`src/rtl/alu_sequencer_pkg.sv`:
```
// Shared definitions for the ALU sequencer: FSM states, opcodes, special sub-codes and
// instruction field positions.
package alu_sequencer_pkg;

  typedef enum logic [2:0] {
    StIdle,
    StFetch,
    StExec,
    StWb,
    StHalt
  } state_e;

  localparam int unsigned InstrW = 9;

  localparam int unsigned OpcHi = 8;
  localparam int unsigned OpcLo = 6;
  localparam int unsigned RdHi  = 5;
  localparam int unsigned RdLo  = 4;
  localparam int unsigned RsHi  = 3;
  localparam int unsigned RsLo  = 2;
  localparam int unsigned RtHi  = 1;
  localparam int unsigned RtLo  = 0;
  localparam int unsigned SubHi = 5;
  localparam int unsigned SubLo = 4;
  localparam int unsigned ImmHi = 3;
  localparam int unsigned ImmLo = 0;

  localparam logic [2:0] OpInc     = 3'b000;
  localparam logic [2:0] OpNot     = 3'b001;
  localparam logic [2:0] OpXor     = 3'b010;
  localparam logic [2:0] OpDec     = 3'b011;
  localparam logic [2:0] OpAdd     = 3'b100;
  localparam logic [2:0] OpSub     = 3'b101;
  localparam logic [2:0] OpAnd     = 3'b110;
  localparam logic [2:0] OpSpecial = 3'b111;

  localparam logic [1:0] SubBz   = 2'b00;
  localparam logic [1:0] SubLi   = 2'b01;
  localparam logic [1:0] SubHalt = 2'b10;
  localparam logic [1:0] SubNop  = 2'b11;

  function automatic logic is_alu_op(logic [2:0] op);
    case (op)
      OpInc, OpNot, OpXor, OpDec, OpAdd, OpSub, OpAnd: return 1'b1;
      default: return 1'b0;
    endcase
  endfunction

endpackage

```
`src/rtl/alu_sequencer_regfile.sv`:
```
// 2**AW x DW register file: two asynchronous read ports, one synchronous write port.
module alu_sequencer_regfile #(
  parameter int unsigned AW = 2,
  parameter int unsigned DW = 8
) (
  input  logic          clk,
  input  logic          rst,
  input  logic [AW-1:0] raddr_a,
  output logic [DW-1:0] rdata_a,
  input  logic [AW-1:0] raddr_b,
  output logic [DW-1:0] rdata_b,
  input  logic          we,
  input  logic [AW-1:0] waddr,
  input  logic [DW-1:0] wdata
);

  logic [DW-1:0] mem [2**AW];

  assign rdata_a = mem[raddr_a];
  assign rdata_b = mem[raddr_b];

  always_ff @(posedge clk or posedge rst) begin
    if (rst) begin
      for (int i = 0; i < 2**AW; i++) begin
        mem[i] <= '0;
      end
    end else if (we) begin
      mem[waddr] <= wdata;
    end
  end

endmodule

```
`src/rtl/alu_sequencer.sv`:
```
// Multi-cycle instruction sequencer driving an external ALU: FETCH -> EXEC -> WB per
// instruction, with branch-on-zero, load-immediate, halt and nop specials.
module alu_sequencer
  import alu_sequencer_pkg::*;
#(
  parameter int unsigned AW = 2,
  parameter int unsigned DW = 8,
  parameter int unsigned PW = 8
) (
  input  logic              clk,
  input  logic              rst,
  input  logic              start,
  output logic              instr_req,
  output logic [PW-1:0]     pc,
  input  logic              instr_valid,
  input  logic [InstrW-1:0] instr_i,
  output logic [2:0]        alu_op,
  output logic [DW-1:0]     alu_a,
  output logic [DW-1:0]     alu_b,
  input  logic [DW-1:0]     alu_result,
  input  logic              alu_zero,
  output logic              busy,
  output logic              done
);

  state_e              state_q;
  logic [InstrW-1:0]   ir_q;
  logic                zflag_q;
  logic [DW-1:0]       res_q;
  logic                zero_q;

  logic [2:0]          f_op;
  logic [2:0]          ir_op;
  logic [1:0]          ir_sub;
  logic                is_alu, is_li, is_bz, is_halt;
  logic [PW-1:0]       bz_off;
  logic [DW-1:0]       rdata_a, rdata_b;
  logic                rf_we;
  logic [AW-1:0]       rf_waddr;
  logic [DW-1:0]       rf_wdata;

  assign f_op    = instr_i[OpcHi:OpcLo];
  assign ir_op   = ir_q[OpcHi:OpcLo];
  assign ir_sub  = ir_q[SubHi:SubLo];
  assign is_alu  = is_alu_op(ir_op);
  assign is_li   = (ir_op == OpSpecial) && (ir_sub == SubLi);
  assign is_bz   = (ir_op == OpSpecial) && (ir_sub == SubBz);
  assign is_halt = (ir_op == OpSpecial) && (ir_sub == SubHalt);
  assign bz_off  = {{(PW-4){ir_q[ImmHi]}}, ir_q[ImmHi:ImmLo]};

  // Operands are read while the instruction is on the bus so they can be registered
  // straight onto the ALU inputs for the EXEC cycle.
  assign rf_we    = (state_q == StWb) && (is_alu || is_li);
  assign rf_waddr = is_alu ? AW'(ir_q[RdHi:RdLo]) : '0;
  assign rf_wdata = is_alu ? res_q : DW'(ir_q[ImmHi:ImmLo]);

  alu_sequencer_regfile #(
    .AW(AW),
    .DW(DW)
  ) u_regfile (
    .clk     (clk),
    .rst     (rst),
    .raddr_a (AW'(instr_i[RsHi:RsLo])),
    .rdata_a (rdata_a),
    .raddr_b (AW'(instr_i[RtHi:RtLo])),
    .rdata_b (rdata_b),
    .we      (rf_we),
    .waddr   (rf_waddr),
    .wdata   (rf_wdata)
  );

  always_ff @(posedge clk or posedge rst) begin
    if (rst) begin
      state_q   <= StIdle;
      pc        <= '0;
      ir_q      <= '0;
      zflag_q   <= 1'b0;
      res_q     <= '0;
      zero_q    <= 1'b0;
      instr_req <= 1'b0;
      busy      <= 1'b0;
      done      <= 1'b0;
      alu_op    <= '0;
      alu_a     <= '0;
      alu_b     <= '0;
    end else begin
      unique case (state_q)
        StIdle, StHalt: begin
          if (start) begin
            state_q   <= StFetch;
            pc        <= '0;
            zflag_q   <= 1'b0;
            instr_req <= 1'b1;
            busy      <= 1'b1;
            done      <= 1'b0;
          end
        end
        StFetch: begin
          if (instr_valid) begin
            ir_q      <= instr_i;
            state_q   <= StExec;
            instr_req <= 1'b0;
            if (is_alu_op(f_op)) begin
              alu_op <= f_op;
              alu_a  <= rdata_a;
              alu_b  <= rdata_b;
            end
          end
        end
        StExec: begin
          res_q   <= alu_result;
          zero_q  <= alu_zero;
          alu_op  <= '0;
          alu_a   <= '0;
          alu_b   <= '0;
          state_q <= StWb;
        end
        StWb: begin
          if (is_alu) zflag_q <= zero_q;
          if (is_halt) begin
            state_q <= StHalt;
            busy    <= 1'b0;
            done    <= 1'b1;
          end else begin
            state_q   <= StFetch;
            instr_req <= 1'b1;
            pc        <= (is_bz && zflag_q) ? pc + bz_off : pc + PW'(1);
          end
        end
        default: state_q <= StIdle;
      endcase
    end
  end

endmodule

```
`config.mk`:
```
export PLATFORM = sky130hd
export DESIGN_NAME = alu_sequencer
export DESIGN_NICKNAME = d
export VERILOG_FILES = /design/src/rtl/alu_sequencer_pkg.sv /design/src/rtl/alu_sequencer_regfile.sv /design/src/rtl/alu_sequencer.sv
export SDC_FILE = /design/constraint.sdc
export NUM_CORES = 1
export LEC_CHECK = 0
export ABC_AREA = 1
export CAP_MARGIN = 20
export CORE_MARGIN = 3
export CORE_UTILIZATION = 61
export DETAILED_ROUTE_END_ITERATION = 12
export PLACE_DENSITY_LB_ADDON = 0.12
export SYNTH_ARGS = -nofsm -noshare
export SYNTH_HDL_FRONTEND = slang
export SYNTH_HIERARCHICAL = 1
export SYNTH_SLANG_ARGS = --single-unit
```
`constraint.sdc`:
```
create_clock -name clk -period 6.3 [get_ports clk]
set_clock_uncertainty 0.1 [all_clocks]
set_input_delay 1.575 -clock clk [delete_from_list [all_inputs] [get_ports clk]]
set_output_delay 1.575 -clock clk [all_outputs]
set_load 0.01 [all_outputs]
```
==> results.json, run 1 <==
{
  "initial_core_util": 0.632,
  "dp_hpwl_microns": 8100,
  "p_sw_w": 0.00102,
  "start_kind": "input port",
  "crit_type": "input port to flip-flop",
  "maxSlewViolCount": 0,
  "internal-power_w": 0.00142,
  "period_minus_slack_ns": 3.13,
  "coreArea_sq_mm": 0.00729,
  "nets": 665,
  "drt_first_pass_iters": 7,
  "grt_max_degree": 40,
  "clockPowerShare": 0.182,
  "fin_crit_sh": 0.497,
  "synth_top_area_frac": 0.456,
  "pre_cts_ws_ns": 2.82,
  "synthFlopType": "dfrtp_1",
  "drc_errors": 0,
  "path_clk_slew_ns": 0.09,
  "grt_pass1_wl_microns": 18900,
  "synth_commonest_cells": "196 x nand2_1, 92 x inv_1, 84 x dfrtp_1",
  "finalHoldViolations": 0,
  "syn_inst": 592,
  "vias": 4089,
  "crit_start": "instr_i[0]",
  "num_io_pins": 52,
  "grt_use_total": 0.280,
  "cts_root_buf": "clkbuf_8",
  "ant_nets": 0,
  "cts_buffers": 9,
  "synth.avg_cell_area_sq_um": 7.79,
  "crit_path_end_kind": "flip-flop",
  "yosys_warnings": 6,
  "routed_wirelength_microns": 11400,
  "rsz0062_at_grt": "no",
  "antenna_found_initial": 0,
  "muxShareOfSynthArea": 0.0171,
  "die_x_microns": 92.9,
  "hp-class": "flip-flop to flip-flop",
  "r2r_start": "ir_q[8]$_DFFE_PP0P_",
  "cts_tree": "done",
  "ys_seq_area_frac": 0.456,
  "yosys-top-cells-area": "dfrtp_1 46%, nand2_1 16%, nand3_1 7.6%",
  "setup_slack_ns": 3.17,
  "clk_latency_ns": 0.36,
  "hp-start": "u_regfile/mem[31]$_DFFE_PP0P_",
  "portBuffers": 51,
  "p_leak_nw": 2.88,
  "htree_levels": 3,
  "drt-initial-drc-count": 406,
  "setup_viol": 0,
  "setup_tns_ns": 0,
  "status": "finished clean",
  "cts.hold.buffers_added": 0,
  "crit_arrival_ns": 3.30,
  "synth_simple_gate_area_frac": 0.305,
  "synth_top_area_cell": "dfrtp_1",
  "clockBufferDepth": 2,
  "drive_gt1_frac": 0.103,
  "synth_fp_nets": 621,
  "cts_setup_buffers": 0,
  "area_growth_syn_to_layout_pct": 16.9,
  "p_per_area_mw_per_mm2": 452,
  "synthAdderAreaFrac": 0.0206,
  "sw_frac_of_total": 0.419,
  "ctsResizeCount": 0,
  "peakVddDrop_mv": 0.270,
  "syn-cell-area_sq_mm": 0.00461,
  "cp.required_ns": 6.47,
  "yosysMostFrequentCell": "nand2_1",
  "holdWs_ns": 0.382,
  "fillCellCount": 571,
  "fp.dieH_microns": 92.9,
  "max_cap_violations": 0,
  "vias_per_cell": 5.53,
  "fin_area_sq_mm": 0.00539,
  "synth_top_family_by_area": "simple AND/OR/NAND/NOR gates",
  "synth_xor_area_frac": 0.00380,
  "globalRouteOverflowTotal": 0,
  "synth-compound-area-share": 0.0814,
  "ys_async_sr_fraction": 1.00,
  "synth_seq_cells": 84,
  "combPwrFrac": 0.446,
  "grt_pass1_vias": 3888,
  "std_cell_rows": 31,
  "cp_max_fo": 18,
  "worstMarginPinSlew_ns": 0.714,
  "routabilityCongestion": 0.878,
  "num_antenna_cells": 0,
  "synth_edf_count": 0,
  "placed_area_sq_mm": 0.00516,
  "dieArea_sq_mm": 0.00864,
  "cts.sinks": 84,
  "synth.distinct_cells": 32,
  "fmax_mhz": 319,
  "wl_per_cell_microns": 15.5,
  "pwr-share-seq": 0.372,
  "relSlewSlack": 0.522,
  "p_total_w": 0.00244
}
## kinds of logic (layout without fill, tap and decap cells)
kind of cell | Yosys count | after routing
fa+ha+maj | 7 | 7
simple gates | 312 | 312
xor+xnor | 2 | 2
flops | 84 | 84
mux | 7 | 7
compound gates | 59 | 59
buf+inv | 121 | 170
## final timing paths
kind	to	slack [ns]	cells past startpoint
worst max-delay path	alu_b[1]$_DFFE_PP0P_	3.17	7
worst min-delay path	u_regfile/mem[31]$_DFFE_PP0P_	0.38	2
worst max register to register	pc[6]$_DFFE_PP0P_	3.83	13
worst min register to register	u_regfile/mem[31]$_DFFE_PP0P_	0.38	2
max in group asynchronous	alu_op[2]$_DFFE_PP0P_	4.13	3
min in group asynchronous	alu_a[1]$_DFFE_PP0P_	1.43	2
## per-layer routing
layer	part of all wire	routed length, microns	GRT usage	up-vias
met5	0	0	0	-
met4	0.014	161	0.104	0
met3	0.073	837	0.0463	17
met2	0.46	5270	0.443	184
met1	0.45	5170	0.389	1931
li1	-	-	-	1957
## power groups by stage
stage | registers (W) | logic [W] | clock network, W
floorplan | 0.000912 | 0.000709 | 0
global placement | 0.000898 | 0.00103 | 0
detailed placement | 0.000912 | 0.00107 | 0
CTS | 0.000902 | 0.00108 | 0.000451
global route | 0.000931 | 0.00120 | 0.000473
finish | 0.000905 | 0.00109 | 0.000444
## final cells by class
| class | count | area [sq um] | share of cell area |
|---|---|---|---|
| inverters | 98 | 368 | 0.0682 |
| flip-flops and latches | 84 | 2100 | 0.390 |
| clock buffers | 10 | 138 | 0.0255 |
| clock inverters | 6 | 95.1 | 0.0176 |
| multi-input cells | 387 | 1980 | 0.368 |
| well taps | 99 | 124 | 0.0230 |
| repair buffers | 56 | 581 | 0.108 |
## cells in the final DEF (no fill, tap or decap), drive strengths merged, types with 2 or more instances in the layout
cell	count
a21oi	12
buf	5
bufinv	2
clkbuf	10
clkdlybuf4s50	51
clkinv	3
dfrtp	84
ha	6
inv	99
mux2	7
nand2	200
nand3	74
nand3b	2
nand4	16
nor2	19
o21ai	43
xor2	2
## critical path, stage by stage
cell and delay, ns:
clkdlybuf4s50_1 0.92, inv_2 0.30, nand2_1 0.14, nand3_1 0.07
nand2_1 0.09, inv_1 0.04, o21ai_0 0.16
## metrics by stage
step	std cells	utilization
6_report	740	0.739
3_3_place_gp	722	0.701
3_5_place_dp	724	0.707
4_1_cts	740	0.739
5_1_grt	740	0.739
2_1_floorplan	592	-
## sequential cells by signal (all words and copies together), names as in the netlist
signal and count:
u_regfile/mem 32, ir_q 9, alu_a 8, alu_b 8, pc 8, res_q 8
alu_op 3, state_q 3, busy 1, done 1, instr_req 1, zero_q 1
zflag_q 1
Note: power is estimated with default switching activity, not from simulation.
==> run 2: changes to the inputs <==
CORE_UTILIZATION = 51   (was 61)
clock period = 2.7 ns   (was 6.3 ns; I/O delays follow)
==> results.json, run 2 (synthesized netlist as in run 1, its figures left out) <==
{
  "num_io_pins": 52,
  "hp-class": "flip-flop to flip-flop",
  "grt_max_degree": 53,
  "relSlewSlack": 0.590,
  "grt_use_met3": 0.0325,
  "portBuffers": 51,
  "clockBufferDepth": 2,
  "ff_latch_area_sq_mm": 0.00210,
  "rsz0062_at_grt": "no",
  "largest-register": "u_regfile/mem",
  "cts_setup_buffers": 0,
  "drt_first_pass_iters": 5,
  "top_regs": "u_regfile/mem (32), ir_q (9)",
  "area_growth_syn_to_layout_pct": 17.6,
  "cts_root_buf": "clkbuf_8",
  "fp.dieH_microns": 101,
  "drt-initial-drc-count": 250,
  "vias": 3957,
  "crit_path_top_delay_cell": "dfrtp_1",
  "cp_max_fo": 11,
  "coreArea_sq_mm": 0.00876,
  "dieArea_sq_mm": 0.0102,
  "finalHoldViolations": 0,
  "routed_wirelength_microns": 10800,
  "grtUsageMet1": 0.321,
  "largest_reg_flops": 32,
  "std_cell_rows": 34,
  "setup_tns_ns": 0,
  "cp_common_cell": "nand2_1",
  "crit_type": "flip-flop to flip-flop",
  "maxSlewViolCount": 0,
  "routabilityCongestion": 0.943,
  "fin_crit_sh": 0.871,
  "cp.required_ns": 2.90,
  "htree_levels": 3,
  "worstPathCellList": "nand3_2, nor2_1, nand2_1, inv_1, ha_1, a21oi_1, nand2_1, nand3_1, nand2_1, nand2_1, nand2_1, nand2_1, nand3_1, nand2_1",
  "cpPeakStageDelay_ns": 0.37,
  "fillCellCount": 790,
  "ant_nets": 0,
  "start_kind": "flip-flop",
  "p_per_area_mw_per_mm2": 1040,
  "grt_pass1_vias": 3767,
  "dp_hpwl_microns": 7920,
  "grt_pass1_wl_microns": 18300,
  "use_met2": 0.355,
  "drive_gt1_frac": 0.109,
  "setup_viol": 0,
  "fmax_mhz": 425,
  "status": "finished clean",
  "p_leak_nw": 2.89,
  "mostFrequentLayoutCells": "196 x nand2_1, 91 x inv_1, 84 x dfrtp_1, 70 x nand3_1, 51 x clkdlybuf4s50_1",
  "cts.hold.buffers_added": 0,
  "period_minus_slack_ns": 2.35,
  "cts_buffers": 9,
  "die_x_microns": 101,
  "globalRouteOverflowTotal": 0,
  "vias_per_cell": 5.25,
  "cts.sinks": 84,
  "path_clk_slew_ns": 0.09,
  "final_common_cell": "nand2_1",
  "wl_per_cell_microns": 14.3,
  "ctsResizeCount": 0,
  "num_antenna_cells": 0,
  "crit_path_end_kind": "flip-flop",
  "placed_area_sq_mm": 0.00519,
  "multi_input_area_sq_mm": 0.00198,
  "clk_latency_ns": 0.35,
  "drc_errors": 0,
  "initial_core_util": 0.526,
  "max_cap_violations": 0,
  "gr-max-usage-layer": "met2",
  "crit_arrival_ns": 2.55,
  "fin_area_sq_mm": 0.00542,
  "antenna_found_initial": 0,
  "worstMarginPinSlew_ns": 0.614,
  "peakVddDrop_mv": 0.475,
  "cts_tree": "done",
  "grt_use_total": 0.223,
  "nets": 671
}
run 2: per-layer routing:
metal | vias to the layer above | routed length (microns)
met2 | 117 | 5100
met3 | 9 | 595
li1 | 1966 | -
met5 | - | 0
met4 | 0 | 97
met1 | 1865 | 5010
run 2: path summary, 6_finish.rpt:
kind	end	slack, ns	cells after the start	from
setup / recovery	pc[6]$_DFFE_PP0P_	0.35	14	ir_q[8]$_DFFE_PP0P_
hold / removal	u_regfile/mem[12]$_DFFE_PP0P_	0.38	2	u_regfile/mem[12]$_DFFE_PP0P_
setup reg to reg	pc[6]$_DFFE_PP0P_	0.35	14	ir_q[8]$_DFFE_PP0P_
hold reg to reg	u_regfile/mem[12]$_DFFE_PP0P_	0.38	2	u_regfile/mem[12]$_DFFE_PP0P_
max in group asynchronous	u_regfile/mem[7]$_DFFE_PP0P_	1.56	3	rst
min in group asynchronous	res_q[5]$_DFFE_PP0P_	0.60	3	rst
run 2: metrics by stage:
stage,worst slack [ns],instances,hold WS [ns],total power (W),utilization
floorplan,0.646,592,0.342,0.00378,-
global placement,0.416,739,0.358,0.00450,0.593
detailed placement,0.369,739,0.363,0.00460,0.593
CTS,0.357,753,0.382,0.00565,0.619
global route,0.0580,753,0.395,0.00608,0.619
finish,0.347,753,0.382,0.00562,0.619
run 2: critical path: cells and delay by family (launching register included):
kind | cells | cell delay, ns
and+or+nand+nor | 11 | 1.27
DFF | 1 | 0.37
adders and majority gates | 1 | 0.28
AOI/OAI and AO/OA | 1 | 0.15
buffers and inverters | 1 | 0.14
run 2: where the power goes:
group | internal, W | switching (W) | leakage [nW] | total, W
Clock | 0.000603 | 0.000443 | 0.111 | 0.00105
Combinational | 0.000947 | 0.00151 | 1.71 | 0.00246
Sequential | 0.00179 | 0.000321 | 1.07 | 0.00212
Total | 0.00334 | 0.00227 | 2.89 | 0.00562
run 2: layout make-up:
class,instances,share of cell area
inverters,98,0.0679
repair buffers,62,0.112
multi-input cells,387,0.366
clock inverters,5,0.0189
clock buffers,9,0.0229
flip-flops and latches,84,0.388
well taps,108,0.0249
==> patch, RTL diff (flow settings as in run 2) <==
`AW` is set to 2 in 2 places; all go to 3. Comments in the files are not updated.
--- a/src/rtl/alu_sequencer_regfile.sv
+++ b/src/rtl/alu_sequencer_regfile.sv
@@ -2,3 +2,3 @@
 module alu_sequencer_regfile #(
-  parameter int unsigned AW = 2,
+  parameter int unsigned AW = 3,
   parameter int unsigned DW = 8
--- a/src/rtl/alu_sequencer.sv
+++ b/src/rtl/alu_sequencer.sv
@@ -5,3 +5,3 @@
 #(
-  parameter int unsigned AW = 2,
+  parameter int unsigned AW = 3,
   parameter int unsigned DW = 8,
Function: same outputs for any inputs over 10 cycles, from zero or initial values and one cycle with rst high; that may be too few to reach the edited logic, so the function may still have changed.
==> patch against run 2 <==
Sequential cell count is 32 higher; cell count is 48% higher; critical path depth is 1 lower; non-clock buffer count is 6 higher; wire length is 61% higher; worst hold slack worse by 3.0 ps; design area is 40% higher; setup slack worse by 54 ps; total power is 37% higher; synthesized area is 38% higher; count of clock-buffer cells in the layout is 14 higher; sequential power is 33% higher.
==> patch: results (changes against run 2) <==
INFO  metric run_status = completed (unchanged)
INFO  metric maximum_number_of_pins_on_one_net_before_global_route_repair = 65 (was 53)
INFO  metric worstSkewPairLatency = 410 ps (was 350 ps)
INFO  metric largestRegisters = u_regfile/mem x64, ir_q x9 (was u_regfile/mem x32, ir_q x9)
INFO  metric cts_bufs_inserted = 17 (was 9)
INFO  metric final_nets = 967 (was 671)
INFO  metric globalplace.congestion = 0.946 (was 0.943)
INFO  metric timing.hold.worst.start = ir_q[0] (was u_regfile/mem[12])
INFO  metric worst_slew_margin_rel = 47.0% (was 59.0%)
INFO  metric cts_root_buffer = sky130_fd_sc_hd__clkbuf_16 (was sky130_fd_sc_hd__clkbuf_8)
INFO  metric r2r_slack = 290 ps (was 350 ps)
INFO  metric fill_cell_instance_count_of_the_final_layout = 1105 (was 790)
INFO  metric leakagePower = 4.05 nW (was 2.89 nW)
INFO  metric drt_wl_total = 17400 µm (was 10800 µm)
INFO  metric synth_area_in_xor_xnor = 0.275% (was 0.380%)
INFO  metric drtPass1Iterations = 7 (was 5)
INFO  metric netlist_top_cells_count = sky130_fd_sc_hd__nand2_1 (341), sky130_fd_sc_hd__inv_1 (132), sky130_fd_sc_hd__dfrtp_1 (116) (was sky130_fd_sc_hd__nand2_1 (196), sky130_fd_sc_hd__inv_1 (92), sky130_fd_sc_hd__dfrtp_1 (84))
INFO  metric synth.lib_cells_used.distinct = 31 (was 32)
INFO  metric h-tree-depth = 4 (was 3)
INFO  metric irDropWorstVdd = 0.000642 V (was 0.000475 V)
INFO  metric fin_worst_hold_slack = 379 ps (was 382 ps)
INFO  metric route.detailed.vias_per_inst = 5.27 (was 5.25)
INFO  metric dpl-instance-area = 0.00704 mm² (was 0.00519 mm²)
INFO  metric hpwlAfterDp = 12200 µm (was 7920 µm)
INFO  metric clk_pin_slew_worst_paths = 50 ps (was 90 ps)
INFO  metric yosys-mux-area-fraction = 1.24% (was 1.71%)
INFO  metric ys_seq_area_share = 45.6% (about the same)
INFO  metric drive_gt1_share = 7.38% (was 10.9%)
INFO  metric synth_area_leaders = sky130_fd_sc_hd__dfrtp_1 (46%), sky130_fd_sc_hd__nand2_1 (20%), sky130_fd_sc_hd__inv_1 (7.8%) (was sky130_fd_sc_hd__dfrtp_1 (46%), sky130_fd_sc_hd__nand2_1 (16%), sky130_fd_sc_hd__nand3_1 (7.6%))
INFO  metric power.internal = 4.80 mW (was 3.34 mW)
INFO  metric arrival = 2600 ps (was 2550 ps)
INFO  metric synth-compound-area-share = 9.83% (was 8.14%)
INFO  metric timing.critical_path.fanout_max = 9 (was 11)
INFO  metric endpoint_with_the_worst_hold_slack = ir_q[0] (was u_regfile/mem[12])
==> patch: cell count changes after synthesis, sizes merged <==
| cell | before | now |
|---|---|---|
| buf | 19 | 28 |
| dfrtp | 84 | 116 |
| o21ai | 43 | 99 |
| conb | 0 | 1 |
| nor2 | 19 | 22 |
| nand2 | 200 | 342 |
| inv | 98 | 134 |
| clkbuf | 4 | 11 |
| nand3 | 74 | 96 |
| nand4 | 16 | 0 |
| nor3 | 1 | 2 |
==> patch: worst max path at each step <==
stage | startpoint | to | cells after the start
2_1_floorplan | rst | u_regfile/mem[0] | 1
3_3_place_gp | instr_i[2] | alu_a[5] | 9
3_5_place_dp | instr_i[2] | alu_a[5] | 9
4_1_cts | ir_q[5] | pc[6] | 14
5_1_grt | ir_q[5] | pc[7] | 14
6_report | ir_q[8] | pc[6] | 13
==> patch: critical path: stages (launching register included) <==
cell,delay (ps)
sky130_fd_sc_hd__dfrtp_1,370
sky130_fd_sc_hd__nand3_2,190
sky130_fd_sc_hd__nor2_1,260
sky130_fd_sc_hd__nand2_1,90
sky130_fd_sc_hd__ha_1,220
sky130_fd_sc_hd__fa_1,420
sky130_fd_sc_hd__nand3_1,90
sky130_fd_sc_hd__nand2_1,80
sky130_fd_sc_hd__nand3_1,110
sky130_fd_sc_hd__nand2_1,70
sky130_fd_sc_hd__nand2_1,80
sky130_fd_sc_hd__nand3_1,70
sky130_fd_sc_hd__nand3_1,80
sky130_fd_sc_hd__nand2_1,50
==> patch: area by class of cell <==
cell class                 instances  area share, %
sequential                       116           38.3
multi-input combinational        601           36.4
timing repair buffer              68           8.74
inverter                         134           6.63
clock buffer                      23           6.17
tap                              168           2.77
clock inverter                     6           1.06
==> patch: metrics by stage <==
| step | setup WS, ps | utilization [%] | power (mW) | std cells |
|---|---|---|---|---|
| 2_1_floorplan | 327 | - | 4.61 | 890 |
| 3_3_place_gp | 241 | 58.1 | 5.44 | 1087 |
| 3_5_place_dp | 233 | 58.1 | 5.52 | 1087 |
| 4_1_cts | 336 | 62.6 | 7.66 | 1116 |
| 5_1_grt | 65.7 | 62.6 | 8.24 | 1116 |
| 6_report | 293 | 62.6 | 7.67 | 1116 |
==> patch: routing by layer <==
| layer | vias to the layer above | track usage (%) | wire (µm) |
|---|---|---|---|
| li1 | 2848 | - | - |
| met1 | 2773 | 36.0 | 7800 |
| met2 | 230 | 40.3 | 7880 |
| met3 | 31 | 6.05 | 1260 |
| met4 | 0 | 9.45 | 438 |
| met5 | - | 0 | 0 |
==> patch: power groups by stage <==
stage	sequential [mW]	combinational (mW)	clock, mW
after CTS	2.80	2.72	2.14
after global routing	2.90	3.12	2.23
after floorplan	2.77	1.84	0
after global placement	2.80	2.63	0
final	2.81	2.75	2.11
after detailed placement	2.82	2.70	0
